## src/rtl/spi_regfile_target.sv

```systemverilog
// SPI mode-0 target that bridges an external controller onto a BRAM-style regfile port.
// Define SPI_TARGET_AUTO_INC_EN to let one frame carry a burst of words at incrementing addresses.
module spi_regfile_target #(
   parameter int Naddr       = 4,
   parameter int SYNC_STAGES = 2
) (
   input  logic             axi_aclk,
   input  logic             axi_aresetn,
   input  logic             spi_sck,
   input  logic             spi_csn,
   input  logic             spi_mosi,
   output logic             spi_miso,
   output logic             spi_miso_t,
   output logic [Naddr-1:0] regfile_addr,
   output logic [31:0]      regfile_din,
   input  logic [31:0]      regfile_dout,
   output logic             regfile_en,
   output logic [3:0]       regfile_we,
   output logic             busy,
   output logic             frame_err
);

   typedef enum logic [2:0] {IDLE, CMD, RD_FETCH, RD_LOAD, RD_DATA, WR_DATA, DONE} state_t;

   logic [SYNC_STAGES-1:0] sck_sync_q, csn_sync_q, mosi_sync_q;
   logic                   sck_prev_q, csn_prev_q;
   logic                   sck_s, csn_s, mosi_s;
   logic                   sck_rise, sck_fall, csn_rise, csn_fall;

   state_t           state_q;
   logic [4:0]       cnt_q;
   logic [31:0]      shift_q;
   logic             word_seen_q;
   logic             miso_q, en_q, busy_q, err_q;
   logic [3:0]       we_q;
   logic [Naddr-1:0] addr_q;
   logic [31:0]      din_q;
   logic [31:0]      word_w;
   logic             err_w;

   always_ff @(posedge axi_aclk or negedge axi_aresetn) begin
      if (!axi_aresetn) begin
         sck_sync_q  <= '0;
         csn_sync_q  <= '1;
         mosi_sync_q <= '0;
         sck_prev_q  <= 1'b0;
         csn_prev_q  <= 1'b1;
      end else begin
         sck_sync_q  <= {sck_sync_q[SYNC_STAGES-2:0], spi_sck};
         csn_sync_q  <= {csn_sync_q[SYNC_STAGES-2:0], spi_csn};
         mosi_sync_q <= {mosi_sync_q[SYNC_STAGES-2:0], spi_mosi};
         sck_prev_q  <= sck_s;
         csn_prev_q  <= csn_s;
      end
   end

   assign sck_s    = sck_sync_q[SYNC_STAGES-1];
   assign csn_s    = csn_sync_q[SYNC_STAGES-1];
   assign mosi_s   = mosi_sync_q[SYNC_STAGES-1];
   assign sck_rise = sck_s & ~sck_prev_q;
   assign sck_fall = ~sck_s & sck_prev_q;
   assign csn_rise = csn_s & ~csn_prev_q;
   assign csn_fall = ~csn_s & csn_prev_q;
   assign word_w   = {shift_q[30:0], mosi_s};

   // A frame may only end cleanly before the first SCK edge or on a completed word.
   always_comb begin
      err_w = 1'b0;
      case (state_q)
         CMD:               err_w = (cnt_q != 5'd0);
         RD_FETCH, RD_LOAD: err_w = !word_seen_q;
         RD_DATA, WR_DATA:  err_w = !(word_seen_q && cnt_q == 5'd0);
         default:           err_w = 1'b0;
      endcase
   end

   always_ff @(posedge axi_aclk or negedge axi_aresetn) begin
      if (!axi_aresetn) begin
         state_q     <= IDLE;
         cnt_q       <= '0;
         shift_q     <= '0;
         word_seen_q <= 1'b0;
         miso_q      <= 1'b0;
         en_q        <= 1'b0;
         we_q        <= '0;
         addr_q      <= '0;
         din_q       <= '0;
         busy_q      <= 1'b0;
         err_q       <= 1'b0;
      end else begin
         en_q  <= 1'b0;
         we_q  <= '0;
         err_q <= 1'b0;
`ifdef SPI_TARGET_AUTO_INC_EN
         if (en_q && we_q != 4'h0)
            addr_q <= addr_q + Naddr'(1);
`endif
         if (csn_rise) begin
            state_q <= IDLE;
            busy_q  <= 1'b0;
            miso_q  <= 1'b0;
            err_q   <= err_w;
            cnt_q   <= '0;
         end else if (csn_fall) begin
            state_q     <= CMD;
            cnt_q       <= '0;
            busy_q      <= 1'b1;
            miso_q      <= 1'b0;
            word_seen_q <= 1'b0;
         end else begin
            case (state_q)
               CMD: if (sck_rise) begin
                  shift_q <= word_w;
                  if (cnt_q == 5'd7) begin
                     addr_q <= {shift_q[Naddr-2:0], mosi_s};
                     cnt_q  <= '0;
                     if (shift_q[6]) begin
                        en_q    <= 1'b1;
                        state_q <= RD_FETCH;
                     end else begin
                        state_q <= WR_DATA;
                     end
                  end else begin
                     cnt_q <= cnt_q + 5'd1;
                  end
               end
               RD_FETCH: state_q <= RD_LOAD;
               RD_LOAD: begin
                  shift_q <= regfile_dout;
                  state_q <= RD_DATA;
               end
               RD_DATA: begin
                  if (sck_fall) begin
                     miso_q  <= shift_q[31];
                     shift_q <= {shift_q[30:0], 1'b0};
                  end
                  // The word is complete on the rise that samples its last bit.
                  if (sck_rise) begin
                     if (cnt_q == 5'd31) begin
                        cnt_q <= '0;
`ifdef SPI_TARGET_AUTO_INC_EN
                        addr_q      <= addr_q + Naddr'(1);
                        en_q        <= 1'b1;
                        word_seen_q <= 1'b1;
                        state_q     <= RD_FETCH;
`else
                        state_q <= DONE;
`endif
                     end else begin
                        cnt_q <= cnt_q + 5'd1;
                     end
                  end
               end
               WR_DATA: if (sck_rise) begin
                  shift_q <= word_w;
                  if (cnt_q == 5'd31) begin
                     cnt_q <= '0;
                     din_q <= word_w;
                     we_q  <= 4'hf;
                     en_q  <= 1'b1;
`ifdef SPI_TARGET_AUTO_INC_EN
                     word_seen_q <= 1'b1;
`else
                     state_q <= DONE;
                     miso_q  <= 1'b0;
`endif
                  end else begin
                     cnt_q <= cnt_q + 5'd1;
                  end
               end
               DONE: if (sck_fall) miso_q <= 1'b0;
               default: ;
            endcase
         end
      end
   end

   assign spi_miso     = miso_q;
   assign spi_miso_t   = csn_s;
   assign regfile_addr = addr_q;
   assign regfile_din  = din_q;
   assign regfile_en   = en_q;
   assign regfile_we   = we_q;
   assign busy         = busy_q;
   assign frame_err    = err_q;

endmodule

```

## config.mk

```make
export PLATFORM = sky130hd
export DESIGN_NAME = spi_regfile_target
export DESIGN_NICKNAME = d
export VERILOG_FILES = /design/src/rtl/spi_regfile_target.sv
export SDC_FILE = /design/constraint.sdc
export NUM_CORES = 1
export LEC_CHECK = 0
export BUFFER_PORTS_ARGS = -buffer_cell sky130_fd_sc_hd__buf_2
export CAP_MARGIN = 30
export CORE_AREA = 4 4 108 110
export DETAILED_ROUTE_END_ITERATION = 16
export DIE_AREA = 0 0 112 114
export HOLD_SLACK_MARGIN = 0.02
export PLACE_DENSITY = 0.63
export SLEW_MARGIN = 20
export SYNTH_ARGS = -nofsm -noshare
export SYNTH_HDL_FRONTEND = slang
export SYNTH_SLANG_ARGS = --single-unit
```

## constraint.sdc

```tcl
create_clock -name axi_aclk -period 3.4 [get_ports axi_aclk]
set_input_delay 0.34 -clock axi_aclk [delete_from_list [all_inputs] [get_ports axi_aclk]]
set_output_delay 0.34 -clock axi_aclk [all_outputs]
set_load 0.01 [all_outputs]
```

==> results of run 1 <==
==> cells in the mapped netlist (2+ instances only) <==
library cell and number:
sky130_fd_sc_hd__a21oi_1 4, sky130_fd_sc_hd__and3_1 2, sky130_fd_sc_hd__buf_2 4, sky130_fd_sc_hd__buf_4 8
sky130_fd_sc_hd__buf_6 4, sky130_fd_sc_hd__dfrtp_1 86, sky130_fd_sc_hd__dfstp_2 3, sky130_fd_sc_hd__ha_1 7
sky130_fd_sc_hd__inv_1 13, sky130_fd_sc_hd__mux2_1 7, sky130_fd_sc_hd__mux2_2 96, sky130_fd_sc_hd__mux2i_1 4
sky130_fd_sc_hd__nand2_1 3, sky130_fd_sc_hd__nand2b_1 3, sky130_fd_sc_hd__nand3_1 5, sky130_fd_sc_hd__nor2_1 6
sky130_fd_sc_hd__nor3_2 2, sky130_fd_sc_hd__o211ai_1 3, sky130_fd_sc_hd__o21ai_0 3
==> stage by stage <==
step                      setup slack, ps  hold WS [ps]  total power, mW
after CTS                             976          48.1             3.43
after detailed placement              994           338             2.73
after floorplan                      1340          44.4             2.46
after global placement               1030           336             2.70
after global routing                  849          46.6             3.60
final                                 991          73.6             3.38
==> worst max-delay path: cells and delay by family, from the launching register on <==
| family | cells | cell delay (ps) |
|---|---|---|
| and+or+nand+nor | 3 | 880 |
| DFF | 1 | 410 |
| muxes | 1 | 340 |
| adders and majority gates | 2 | 420 |
| buffers and inverters | 1 | 230 |
==> cells in the final DEF (no fill, tap or decap), types with 3 or more instances in the layout <==
master and instances:
sky130_fd_sc_hd__nand2b_1 3, sky130_fd_sc_hd__dfstp_2 3, sky130_fd_sc_hd__a21oi_1 4, sky130_fd_sc_hd__buf_4 6
sky130_fd_sc_hd__nand3_1 5, sky130_fd_sc_hd__clkbuf_8 11, sky130_fd_sc_hd__inv_1 13, sky130_fd_sc_hd__o211ai_1 3
sky130_fd_sc_hd__o21ai_0 3, sky130_fd_sc_hd__nor2_1 6, sky130_fd_sc_hd__dfrtp_1 86, sky130_fd_sc_hd__ha_1 7
sky130_fd_sc_hd__nand2_1 3, sky130_fd_sc_hd__mux2i_1 4, sky130_fd_sc_hd__buf_2 80, sky130_fd_sc_hd__mux2_1 7
sky130_fd_sc_hd__mux2_2 96
==> power by group through the flow <==
stage               logic [mW]  clock network [mW]  registers [mW]
finish                    1.16               0.684            1.54
CTS                       1.18               0.711            1.54
floorplan                 1.01                   0            1.45
detailed placement        1.17                   0            1.56
global placement          1.14                   0            1.55
global route              1.27               0.749            1.58
==> layer usage <==
metal  part of all wire  global-route usage
met5                  0                   0
met4              0.016              0.0521
met3              0.060              0.0403
met2               0.45               0.210
met1               0.47               0.189
==> flip-flops by register name, summed over array words and instances (netlist names), 2 cells and up <==
| register | flops |
|---|---|
| cnt_q | 5 |
| mosi_sync_q | 2 |
| csn_sync_q | 2 |
| regfile_addr | 4 |
| sck_sync_q | 2 |
| state_q | 3 |
| shift_q | 32 |
| regfile_din | 32 |
==> logic make-up (layout without fill, tap and decap cells) <==
group | after synthesis | count (layout) | synth area share
XOR/XNOR | 1 | 1 | 0.00210
AO/OA/AOI/OAI | 27 | 27 | 0.0515
adder cells (fa/ha/maj) | 7 | 7 | 0.0210
buffers and inverters | 30 | 118 | 0.0425
multiplexers | 107 | 107 | 0.287
flip-flops | 89 | 89 | 0.534
AND/OR/NAND/NOR | 34 | 34 | 0.0620
==> worst max path at each step <==
stage | slack, ps | endpoint | cells past startpoint | start
after floorplan | 1340 | cnt_q[3] | 7 | cnt_q[0]
after detailed placement | 990 | regfile_din[16] | 7 | cnt_q[0]
after CTS | 980 | regfile_din[16] | 7 | cnt_q[0]
after global placement | 1030 | regfile_din[15] | 7 | cnt_q[0]
after global routing | 850 | regfile_din[7] | 7 | cnt_q[0]
final | 990 | regfile_din[9] | 7 | cnt_q[0]
==> final cells by class <==
type / instances / share of cell area
Sequential cell: 89 / 0.454
Clock inverter: 5 / 0.00765
Clock buffer: 11 / 0.0308
Multi-Input combinational cell: 176 / 0.364
Timing Repair Buffer: 88 / 0.0969
Tap cell: 140 / 0.0357
Inverter: 14 / 0.0107
==> results.txt, run 1 <==
In this run the most critical hold path is launched from spi_csn. Counting the fill cells in the layout gives 978. Worst slew margin relative to its limit: 0.630. After synthesis, the cell types taking the most area are sky130_fd_sc_hd__dfrtp_1, sky130_fd_sc_hd__mux2_2, sky130_fd_sc_hd__ha_1. Setup slack on the worst reg-to-reg path comes out at 990 ps. In the final layout, the multi-input gates occupy 0.00179 mm^2. The power share of the sequential group was 0.456. The run gives 0.391 as the effective utilization at floorplan. The synthesized netlist occupies a cell area of 0.00418 mm^2.

The fraction of registers with async set/reset works out to 1.00. TritonCTS built the clock tree. The internal power of the cells totals 2.27 mW. The clock reaches the later pin of the worst-skew pair after 360 ps.

The total count of max-transition violations in the final report was 0; the transition at the pin with the smallest max-transition slack was 555 ps. Entering global routing, the biggest net connects 45 pins. Relative to the synthesized area, the layout overhead comes to 17.5%. On the worst path, the slowest cell contributes a delay of 510 ps. Depth of the CTS H-tree: 3.

The synthesized design spends more area on one cell type than any other, namely sky130_fd_sc_hd__dfrtp_1. The count of final hold-check violations is 0, and the number of unique standard cell types used by synthesis is 51. Counting flops and latches in the post-synthesis netlist gives 89. The tools report the kind of start point of the critical path as a register. Walking the worst path, the cells encountered are ha_1 -> and3_1 -> ha_1 -> nand3_1 -> nor2_4 -> buf_12 -> mux2_2.

Summed over all cells, the static leakage comes to 2.41 nW. The number of instances in the placed design came out at 506. The cell count after synthesis was 295.

The run gives 0.0107 mm^2 as the core box area. The worst register-to-register path begins at cnt_q[0]. The run gives 0.459 as the utilization of the core after routing.

Summing all placed instances gives a cell area of 0.00471 mm^2. The number of vias per cell was 5.02. The fraction of the cycle the final worst path needs works out to 0.708.

The run gives 0.202 as the clock power share. The timing-limited maximum frequency was 415 MHz. STA classifies the critical path endpoint as a register. 82 I/O pins were placed. Cell area after layout: 0.00491 mm^2. The worst hold path terminates at csn_sync_q[0].

Along the worst path, the maximum fanout reaches 17. The logs give 0 for the aggregate global routing overflow and 0 for the max capacitance violation total. In the final routed layout, each cell accounts on average for 16.1 um. Fraction of final layout cells with drive strength greater than 1: 0.561.

The tools report the number of antenna violations at the first check in global routing as 0. The post-synthesis net count was 339; the total negative slack was 0 ps. In the routed design, unresolved DRC markers number 0. The logs give 0 for the setup-violating endpoint count in the final report and 8430 um for the total length of routed wires. For the number of hold buffers added after cts, the log shows 1. The number of DRC violations after detailed-routing iteration 0 was 183; the per-instance average area after synthesis was 14.2 um^2. In this run the remaining antenna-violating nets after routing total 0.

The worst setup skew after layout came out at 7.68 ps. The worst-case IR drop observed on VDD is 0.000338 V. Before antenna repair, the detailed router went through 4 iterations. The number of enable flip-flop cells after synthesis was 0.

Clock-pin slew was measured on the worst setup and hold paths at 80 ps. The total track usage was 0.138. STA puts the critical path data required time at 3650 ps. The power per standard cell area is 690 mW/mm^2, and the fraction of synthesized cell area taken by the top area cell type is 0.515. Buffers inserted during clock tree synthesis total 9. Share of total power consumed by net switching: 0.329. The most prevalent standard cell on the critical path was sky130_fd_sc_hd__ha_1. The die width came out at 112 um. For the total die area, the log shows 0.0128 mm^2. The clock passes through at most 2 buffers.

Setup repair after global routing left no endpoint under its margin. The via count of the first global-routing pass is 2759. The total of cells resized after clock tree synthesis is 0, and the number of warning messages in the yosys log is 0.

STA puts the critical path data arrival time at 2660 ps. The clock drives 89 sinks. The path type of the worst min-delay path was input port to register.

The endpoint identified for the worst register-to-register timing path is regfile_din[9]. Measured along the y axis, the die boundary spans 114 um. Excluding fillers, the count of instances in the completed layout stands at 523. For the final weighted congestion of routability-driven global placement, the log shows 0.849.

The category of the most critical setup path is register to register. Summing over every cut layer, the via total after detailed routing is 2623. The final critical path time including I/O delays and setup was 2410 ps. During placement, the flow inserted port buffers numbering 81. Cell count of the worst reg-to-reg path: 7. The run gives 1.11 mW as the switching power.

The repair_antennas step left the layout with diodes totalling 0. For the proportion of power drawn by combinational gates, the log shows 0.342. Buffer count from post-CTS setup fixing: 0. Among all flip-flop cells after synthesis, the most frequent one is sky130_fd_sc_hd__dfrtp_1. In the final layout, flip-flops and latches occupy 0.00223 mm^2. The first global-routing pass estimated 14100 um of wire.

The tree is rooted in a sky130_fd_sc_hd__clkbuf_8. The slowest stage of the critical path is the sky130_fd_sc_hd__nor2_4 cell. After legalization and detailed placement, the total HPWL measured 5960 um. The number of rows created at floorplan came out at 38.

The run finished with clean final reports. In the final design database the tool counted 422 nets. The run gives 0.534 as the share of synthesized area occupied by flip-flops and latches. The number of stages on the worst hold path was 1.
No activity file was read; power rests on OpenSTA's default activity.
==> run 2, diff against run 1 <==
==> constraint.sdc (replaced) <==
create_clock -name axi_aclk -period 2.4 [get_ports axi_aclk]
set_input_delay 0.24 -clock axi_aclk [delete_from_list [all_inputs] [get_ports axi_aclk]]
set_output_delay 0.24 -clock axi_aclk [all_outputs]
set_load 0.01 [all_outputs]
==> results.txt, run 2 (synthesis results as in run 1) <==
The tools report the setup-violating endpoint count in the final report as 0 (unchanged). The global-route wire length before repair is 14300 um (+1.1%), and the number of buffers on the longest clock path is 2 (unchanged). The fraction of the cycle the final worst path needs is 0.935 (+0.227). The final weighted congestion of routability-driven global placement is 0.846 (-0.33%), and the fraction of final layout cells with drive strength greater than 1 is 0.559 (-0.00238). The tools report the worst slew margin relative to its limit as 0.632 (+0.00212).

The logs give 0.432 (-0.024) for the power share of the sequential group and 360 ps (about the same) for the clock insertion delay at the later pin of the skew report. The total track usage was 0.138 (+0.000164); the final critical path time including I/O delays and setup was 2240 ps (-165 ps). The maximum fanout count along the critical path is 6 (-11).

Walking the worst path, the cells encountered are ha_1 -> and3_1 -> ha_1 -> a211oi_4 -> o21ai_0 -> a2111o_1 -> o211ai_1. The detailed-route wire length per cell was 16.1 um (about the same); the number of instances in the placed design was 510 (+0.79%). For the buffer count from post-CTS setup fixing, the log shows 0 (unchanged).

The switching power is 1.61 mW (+44%), and the die width is 112 um (unchanged). The run gives 188 (+2.7%) as the number of DRC violations after detailed-routing iteration 0. Cell count of the worst reg-to-reg path: 7 (unchanged). The most prevalent standard cell on the critical path was sky130_fd_sc_hd__ha_1. The number of CTS-inserted buffers was 9 (unchanged); the number of fill cells in the layout was 981 (+0.31%).

STA classifies the critical path endpoint as a register. In this run the clock root is driven by a sky130_fd_sc_hd__clkbuf_8. The number of vias per cell is 5.02 (about the same). The run gives 89 (unchanged) as the total clock sinks. Broken down by cell family, the worst path's largest delay share belongs to compound AO/OA/AOI/OAI gates. The tools report the endpoint of the most critical setup path as cnt_q[3]. The tools report the post-detailed-placement half-perimeter wirelength as 5900 um (-0.85%). The run finished with clean final reports. The run gives 0.391 (unchanged) as the effective utilization at floorplan.

The total negative slack came out at 0 ps (unchanged). The endpoint of the most critical register-to-register path is cnt_q[3]. The count of vias placed by the detailed router was 2659 (+1.4%). The post-route total power is 5.04 mW (+49%), and the power per standard cell area is 1000 mW/mm^2 (+45%). Setup repair after global routing left no endpoint under its margin. The clock-pin slew on the worst setup and hold paths was 90 ps (about the same); the cell area after placement was 0.00478 mm^2 (+1.4%).

The logs give 0.0128 mm^2 (unchanged) for the total die area and 530 (+1.3%) for the final cell count without fillers. The worst setup skew after layout is 14.5 ps (+6.81 ps). The design internal power was 3.43 mW (+51%). Net total in the final layout: 429 (+1.7%). The depth of the CTS H-tree was 3 (unchanged); the residual DRC count was 0 (unchanged).

The total buffers and inverters traversed by the critical path was 0 (-1); the worst-case vdd ir drop was 0.000463 V (+37%). The total count of max-transition violations in the final report is 0 (unchanged). The die height was 114 um (unchanged); the total length of routed wires was 8540 um (+1.3%).

The number of nets with antenna violations after detailed routing came out at 0 (unchanged). For the aggregate global routing overflow, the log shows 0 (unchanged). The reg-to-reg setup timing slack came out at 160 ps (-840 ps). The required time reported for the critical path endpoint was 2680 ps (-970 ps); the layout overhead on the synthesized area was 20.6%.

The run gives 0 (unchanged) as the antenna diode count. TritonCTS built the clock tree. The port buffer count was 81 (unchanged); the core box area was 0.0107 mm^2 (unchanged). The proportion of power drawn by combinational gates was 0.348 (+0.006); the count of TritonRoute iterations in the first routing pass was 4 (unchanged). Leaving out fill and tap cells, the most frequent cell in the layout is sky130_fd_sc_hd__mux2_2. The min-delay analysis places its worst path in the category input port to register. The transition at the pin with the smallest max-transition slack was 552 ps (-3.18 ps).

The cell with the biggest individual delay on the critical path is sky130_fd_sc_hd__dfrtp_1. The share of total power consumed by net switching was 0.319 (-0.00993). The number of stages on the worst setup path is 7 (unchanged), and the timing-limited maximum frequency is 446 MHz (+7.3%).

In the layout the commonest cells are sky130_fd_sc_hd__mux2_2, sky130_fd_sc_hd__dfrtp_1, sky130_fd_sc_hd__buf_2. The startpoint identified for the worst register-to-register timing path is cnt_q[0]. The clock power share was 0.220 (+0.018). The worst setup path is launched from a register. The maximum number of pins on one net before global-route repair is 50 (+11%), and the maximum single-stage delay on the critical path is 420 ps (-90 ps).

The run gives 0 (unchanged) as the max capacitance violation total. The category of the most critical setup path is register to register. The via count of the first global-routing pass is 2849 (+3.3%), and the data arrival time at the worst-slack endpoint is 2530 ps (-130 ps). The count of boundary I/O pins was 82 (unchanged). In this run the worst setup path begins at cnt_q[0]. The logs give 0 (unchanged) for the count of final hold-check violations and 0.00504 mm^2 (+2.7%) for the cell area after layout. Leakage power total: 2.47 nW (+2.5%). The number of antenna violations at the first check in global routing is 0 (unchanged), and the number of rows created at floorplan is 38 (unchanged).
-- run 2: area by class of cell --
| type | count | area (um^2) | area share |
|---|---|---|---|
| flip-flops and latches | 89 | 2230 | 0.443 |
| well taps | 140 | 175 | 0.0348 |
| clock inverters | 3 | 46.3 | 0.00919 |
| clock buffers | 13 | 169 | 0.0335 |
| inverters | 14 | 52.6 | 0.0104 |
| multi-input cells | 176 | 1790 | 0.356 |
| repair buffers | 95 | 573 | 0.114 |
-- run 2: per-stage QoR --
step                hold slack [ps]   util  setup WS [ps]
floorplan                     -55.6      -            343
global placement                261  0.447            178
detailed placement              267  0.447           92.2
CTS                             210  0.470           77.3
global route                    220  0.471           56.4
finish                          223  0.471            156
-- run 2: how the worst min path moves through the flow --
stage / start / end / cells past startpoint
4_1_cts: regfile_dout[27] / shift_q[27] / 3
6_report: regfile_dout[27] / shift_q[27] / 3
3_3_place_gp: axi_aresetn / regfile_din[28] / 1
5_1_grt: regfile_dout[11] / shift_q[11] / 3
3_5_place_dp: axi_aresetn / regfile_din[28] / 1
2_1_floorplan: axi_aresetn / busy / 0
-- run 2: metal layers --
layer | share of wire | vias to the layer above | routed length, um | track usage
met5 | 0 | - | 0 | 0
met4 | 0.017 | 0 | 144 | 0.0497
met2 | 0.46 | 70 | 3890 | 0.213
li1 | - | 1238 | - | -
met3 | 0.056 | 14 | 477 | 0.0387
met1 | 0.47 | 1337 | 4020 | 0.189
-- run 2: worst reg2reg max path: cells and delay by family, from the launching register on --
kind / cells / cell delay, ps
and+or+nand+nor: 1 / 180
AOI/OAI and AO/OA: 4 / 1070
adders and majority gates: 2 / 490
DFF: 1 / 420
-- run 2: power groups by stage --
stage                     Clock (mW)  Combinational [mW]  Sequential [mW]
after floorplan                    0                1.43             2.06
after global placement             0                1.73             2.19
after detailed placement           0                1.76             2.20
after CTS                       1.15                1.77             2.18
after global routing            1.21                1.92             2.23
final                           1.11                1.75             2.18
-- run 2: repair_timing --
| item | in CTS | in global routing |
|---|---|---|
| gates resized for setup | 0 | 1 |
| hold buffers | 4 | 0 |
| endpoints found under the setup margin | 0 | 1 |
| hold endpoints to repair | 40 | 0 |
==> run 3, diff against run 2 <==
--- a/config.mk
+++ b/config.mk
@@ -5,6 +5,7 @@
 export SDC_FILE = /design/constraint.sdc
 export NUM_CORES = 1
 export LEC_CHECK = 0
+export ABC_AREA = 1
 export BUFFER_PORTS_ARGS = -buffer_cell sky130_fd_sc_hd__buf_2
 export CAP_MARGIN = 30
 export CORE_AREA = 4 4 108 110
==> results.txt, run 3 <==
The run finished with clean final reports. The post-detailed-placement half-perimeter wirelength was 6690 um (+13%). For the clock insertion delay at the later pin of the skew report, the log shows 340 ps (-20 ps).

The count of boundary I/O pins was 82 (unchanged); the residual DRC count was 0 (unchanged). TritonCTS built the clock tree. The tools report the cell area after synthesis as 0.00418 mm^2 (about the same).

For the timing-limited maximum frequency, the log shows 508 MHz (+14%). The via count of the first global-routing pass is 3343 (+17%). The maximum number of pins on one net before global-route repair was 64 (+28%); the antenna diode count was 0 (unchanged). The cell count after synthesis came out at 495 (+68%). The tools report the total count of max-transition violations in the final report as 0 (unchanged). Summed over all instances, the cell type with the most area after synthesis is sky130_fd_sc_hd__dfrtp_1. The tools report the total clock sinks as 89 (unchanged). The element type at the critical path end is a register. In the post-synthesis netlist, the biggest area contributors are sky130_fd_sc_hd__dfrtp_1, sky130_fd_sc_hd__nand2_1, sky130_fd_sc_hd__o21ai_0. Maximum fanout count along the critical path: 34 (+28).

The commonest cells after synthesis are sky130_fd_sc_hd__nand2_1, sky130_fd_sc_hd__dfrtp_1, sky130_fd_sc_hd__o21ai_0, sky130_fd_sc_hd__inv_1, sky130_fd_sc_hd__nor2_1. The logs give 1101 (+12%) for the number of fill cells in the layout and 617 (+44%) for the net total in the final layout. The maximum single-stage delay on the critical path is 420 ps (about the same), and the total length of routed wires is 9470 um (+11%). The most prevalent standard cell on the critical path was sky130_fd_sc_hd__nand2_1.

The setup-violating endpoint count in the final report came out at 0 (unchanged). The worst slew margin relative to its limit came out at 0.612 (-0.0201). Path type of the worst min-delay path: input port to register. For this design, the slowest cell found on the critical path is sky130_fd_sc_hd__dfrtp_1.

The number of stages on the worst hold path is 5 (+2). The tools report the leakage power total as 2.56 nW (+3.6%). Buffer count from post-CTS setup fixing: 0 (unchanged). The worst-case vdd ir drop is 0.000392 V (-15%), and the power per standard cell area is 989 mW/mm^2 (-1.1%). Clock-pin slew on the worst setup and hold paths: 90 ps (about the same). In the layout the commonest cells are sky130_fd_sc_hd__nand2_1, sky130_fd_sc_hd__dfrtp_1, sky130_fd_sc_hd__buf_2.

Total die area: 0.0128 mm^2 (unchanged). The number of CTS-inserted buffers came out at 9 (unchanged). The endpoint of the most critical register-to-register path was regfile_din[13]. The number of antenna violations at the first check in global routing is 0 (unchanged), and the global-route wire length before repair is 16100 um (+13%). For the number of buffers on the longest clock path, the log shows 2 (unchanged). For hold timing, the worst endpoint is shift_q[18].

The die height works out to 114 um (unchanged). The fraction of synthesized cell area taken by the top area cell type was 0.515 (about the same); the per-instance average area after synthesis was 8.45 um^2 (-40%). The number of unique standard cell types used by synthesis is 25 (-51%), and the number of vias per cell is 4.71 (-6.1%).

The startpoint identified for the worst register-to-register timing path is cnt_q[0]. The tools report the count of TritonRoute iterations in the first routing pass as 5 (+1). The fraction of registers with async set/reset was 1.00 (unchanged).

CTS placed an instance of sky130_fd_sc_hd__clkbuf_8 at the clock tree root. The count of vias placed by the detailed router was 3382 (+27%). The fraction of final layout cells with drive strength greater than 1 is 0.230 (-0.329), and the count of final hold-check violations is 0 (unchanged). The critical hold path startpoint was regfile_dout[18]. Number of DRC violations after detailed-routing iteration 0: 182 (-3.2%). The most frequently used cell type in the post-synthesis netlist is sky130_fd_sc_hd__nand2_1. The transition at the pin with the smallest max-transition slack came out at 582 ps (+30.2 ps).

Port buffer count: 81 (unchanged). The core box area is 0.0107 mm^2 (unchanged). The number of rows created at floorplan came out at 38 (unchanged). The final critical path time including I/O delays and setup is 1970 ps (-277 ps). For the worst hold margin, the log shows 210 ps (-12.8 ps). The total negative slack was 0 ps (unchanged). The count of state elements after synthesis is 89 (unchanged). For the post-synthesis net count, the log shows 539 (+59%).

The effective utilization at floorplan was 0.391 (about the same); the number of nets with antenna violations after detailed routing was 0 (unchanged). Walking the worst path, the cells encountered are ha_1 -> nand2_1 -> nor2_1 -> ha_1 -> nand2_1 -> nor2_1 -> nand3_2 -> buf_4 -> nand2_1 -> o21ai_0. Kind of cell with the highest combined delay on the critical path: simple AND/OR/NAND/NOR gates. The number of enable flip-flop cells after synthesis works out to 0 (unchanged). The fraction of the cycle the final worst path needs was 0.820 (-0.115). The required time reported for the critical path endpoint was 2620 ps (-60 ps). For the post-route total power, the log shows 4.84 mW (-3.9%). The max capacitance violation total was 0 (unchanged).

The critical path in this run is classified as register to register. The reg-to-reg setup timing slack was 430 ps (+280 ps). The top flip-flop cell by instance count after synthesis was sky130_fd_sc_hd__dfrtp_1. The data arrival time at the worst-slack endpoint is 2180 ps (-350 ps), and the share of synthesized area occupied by flip-flops and latches is 0.533 (about the same).

The cell count of the worst reg-to-reg path was 10 (+3). The worst setup skew after layout came out at 11.0 ps (-3.52 ps). The final weighted congestion of routability-driven global placement is 0.893 (+5.5%), and the total track usage is 0.156 (+0.0173). Die width: 112 um (unchanged). Leaving out fill and tap cells, the most frequent cell in the layout is sky130_fd_sc_hd__nand2_1. Kind of start point of the critical path: a register.

The layout overhead on the synthesized area was 17.0%; the depth of the CTS H-tree was 3 (unchanged). The detailed-route wire length per cell was 13.2 um (-18%). Setup repair after global routing left no endpoint under its margin. The aggregate global routing overflow came out at 0 (unchanged). The total buffers and inverters traversed by the critical path is 1 (+1), and the number of warning messages in the yosys log is 0 (unchanged).
[run 3: cell count changes after synthesis, sizes merged, moves of 4 or more]
cell | previous run | this run
nand3 | 5 | 16
clkbuf | 0 | 9
mux2i | 4 | 0
inv | 14 | 52
o21ai | 5 | 112
nor2 | 7 | 31
nand2 | 3 | 155
mux2 | 103 | 0
[run 3: cell type report]
class | instances | area [um^2] | area share
sequential | 89 | 2230 | 0.456
multi-input combinational | 329 | 1590 | 0.325
timing repair buffer | 92 | 526 | 0.107
inverter | 52 | 195 | 0.0399
tap | 140 | 175 | 0.0358
clock buffer | 14 | 163 | 0.0332
clock inverter | 2 | 12.5 | 0.00256
[run 3: worst max path at each step]
stage,cells after the start,end,from,slack [ps]
2_1_floorplan,7,shift_q[6],csn_sync_q[1],570
3_3_place_gp,10,regfile_din[12],cnt_q[1],490
3_5_place_dp,10,regfile_din[13],cnt_q[1],470
4_1_cts,10,regfile_din[13],cnt_q[1],430
5_1_grt,10,regfile_din[12],cnt_q[0],200
6_report,10,regfile_din[13],cnt_q[0],430
[run 3: through the flow]
step	setup slack, ps	area (um^2)	utilization	instances
6_report	433	4890	0.458	718
5_1_grt	197	4890	0.458	718
4_1_cts	429	4890	0.458	718
3_5_place_dp	468	4680	0.437	698
3_3_place_gp	489	4680	0.437	698
2_1_floorplan	573	4180	-	495
[run 3: cells by family (layout without fill, tap and decap cells)]
logic type | after synthesis | in the layout | synth area share
and+or+nand+nor | 206 | 206 | 0.200
AOI/OAI and AO/OA | 116 | 116 | 0.160
DFF | 89 | 89 | 0.533
buffers and inverters | 77 | 160 | 0.0858
adders and majority gates | 7 | 7 | 0.0209
[run 3: worst register-to-register path, stage by stage, from the launching register on]
cell and delay, ps:
sky130_fd_sc_hd__dfrtp_1 420, sky130_fd_sc_hd__ha_1 190, sky130_fd_sc_hd__nand2_1 70, sky130_fd_sc_hd__nor2_1 160, sky130_fd_sc_hd__ha_1 200, sky130_fd_sc_hd__nand2_1 80
sky130_fd_sc_hd__nor2_1 170, sky130_fd_sc_hd__nand3_2 130, sky130_fd_sc_hd__buf_4 250, sky130_fd_sc_hd__nand2_1 90, sky130_fd_sc_hd__o21ai_0 80
[run 3: report_power, final]
group	total (mW)	switching (mW)	internal, mW	leakage [nW]
clock	0.955	0.521	0.435	0.0867
combinational	1.88	1.25	0.631	1.31
sequential	2.00	0.177	1.83	1.16
total	4.84	1.95	2.89	2.56
[run 3: per-layer routing]
metal,vias up,wire length [um],track usage,share of wire
li1,1727,-,-,-
met1,1559,4570,0.217,0.48
met2,84,4320,0.242,0.46
met3,12,467,0.0377,0.049
met4,0,108,0.0489,0.011
met5,-,0,0,0
[run 3: what timing repair did]
action	in CTS	in global routing
resized for setup	0	0
hold buffers	4	0
endpoints found under the hold margin	45	0
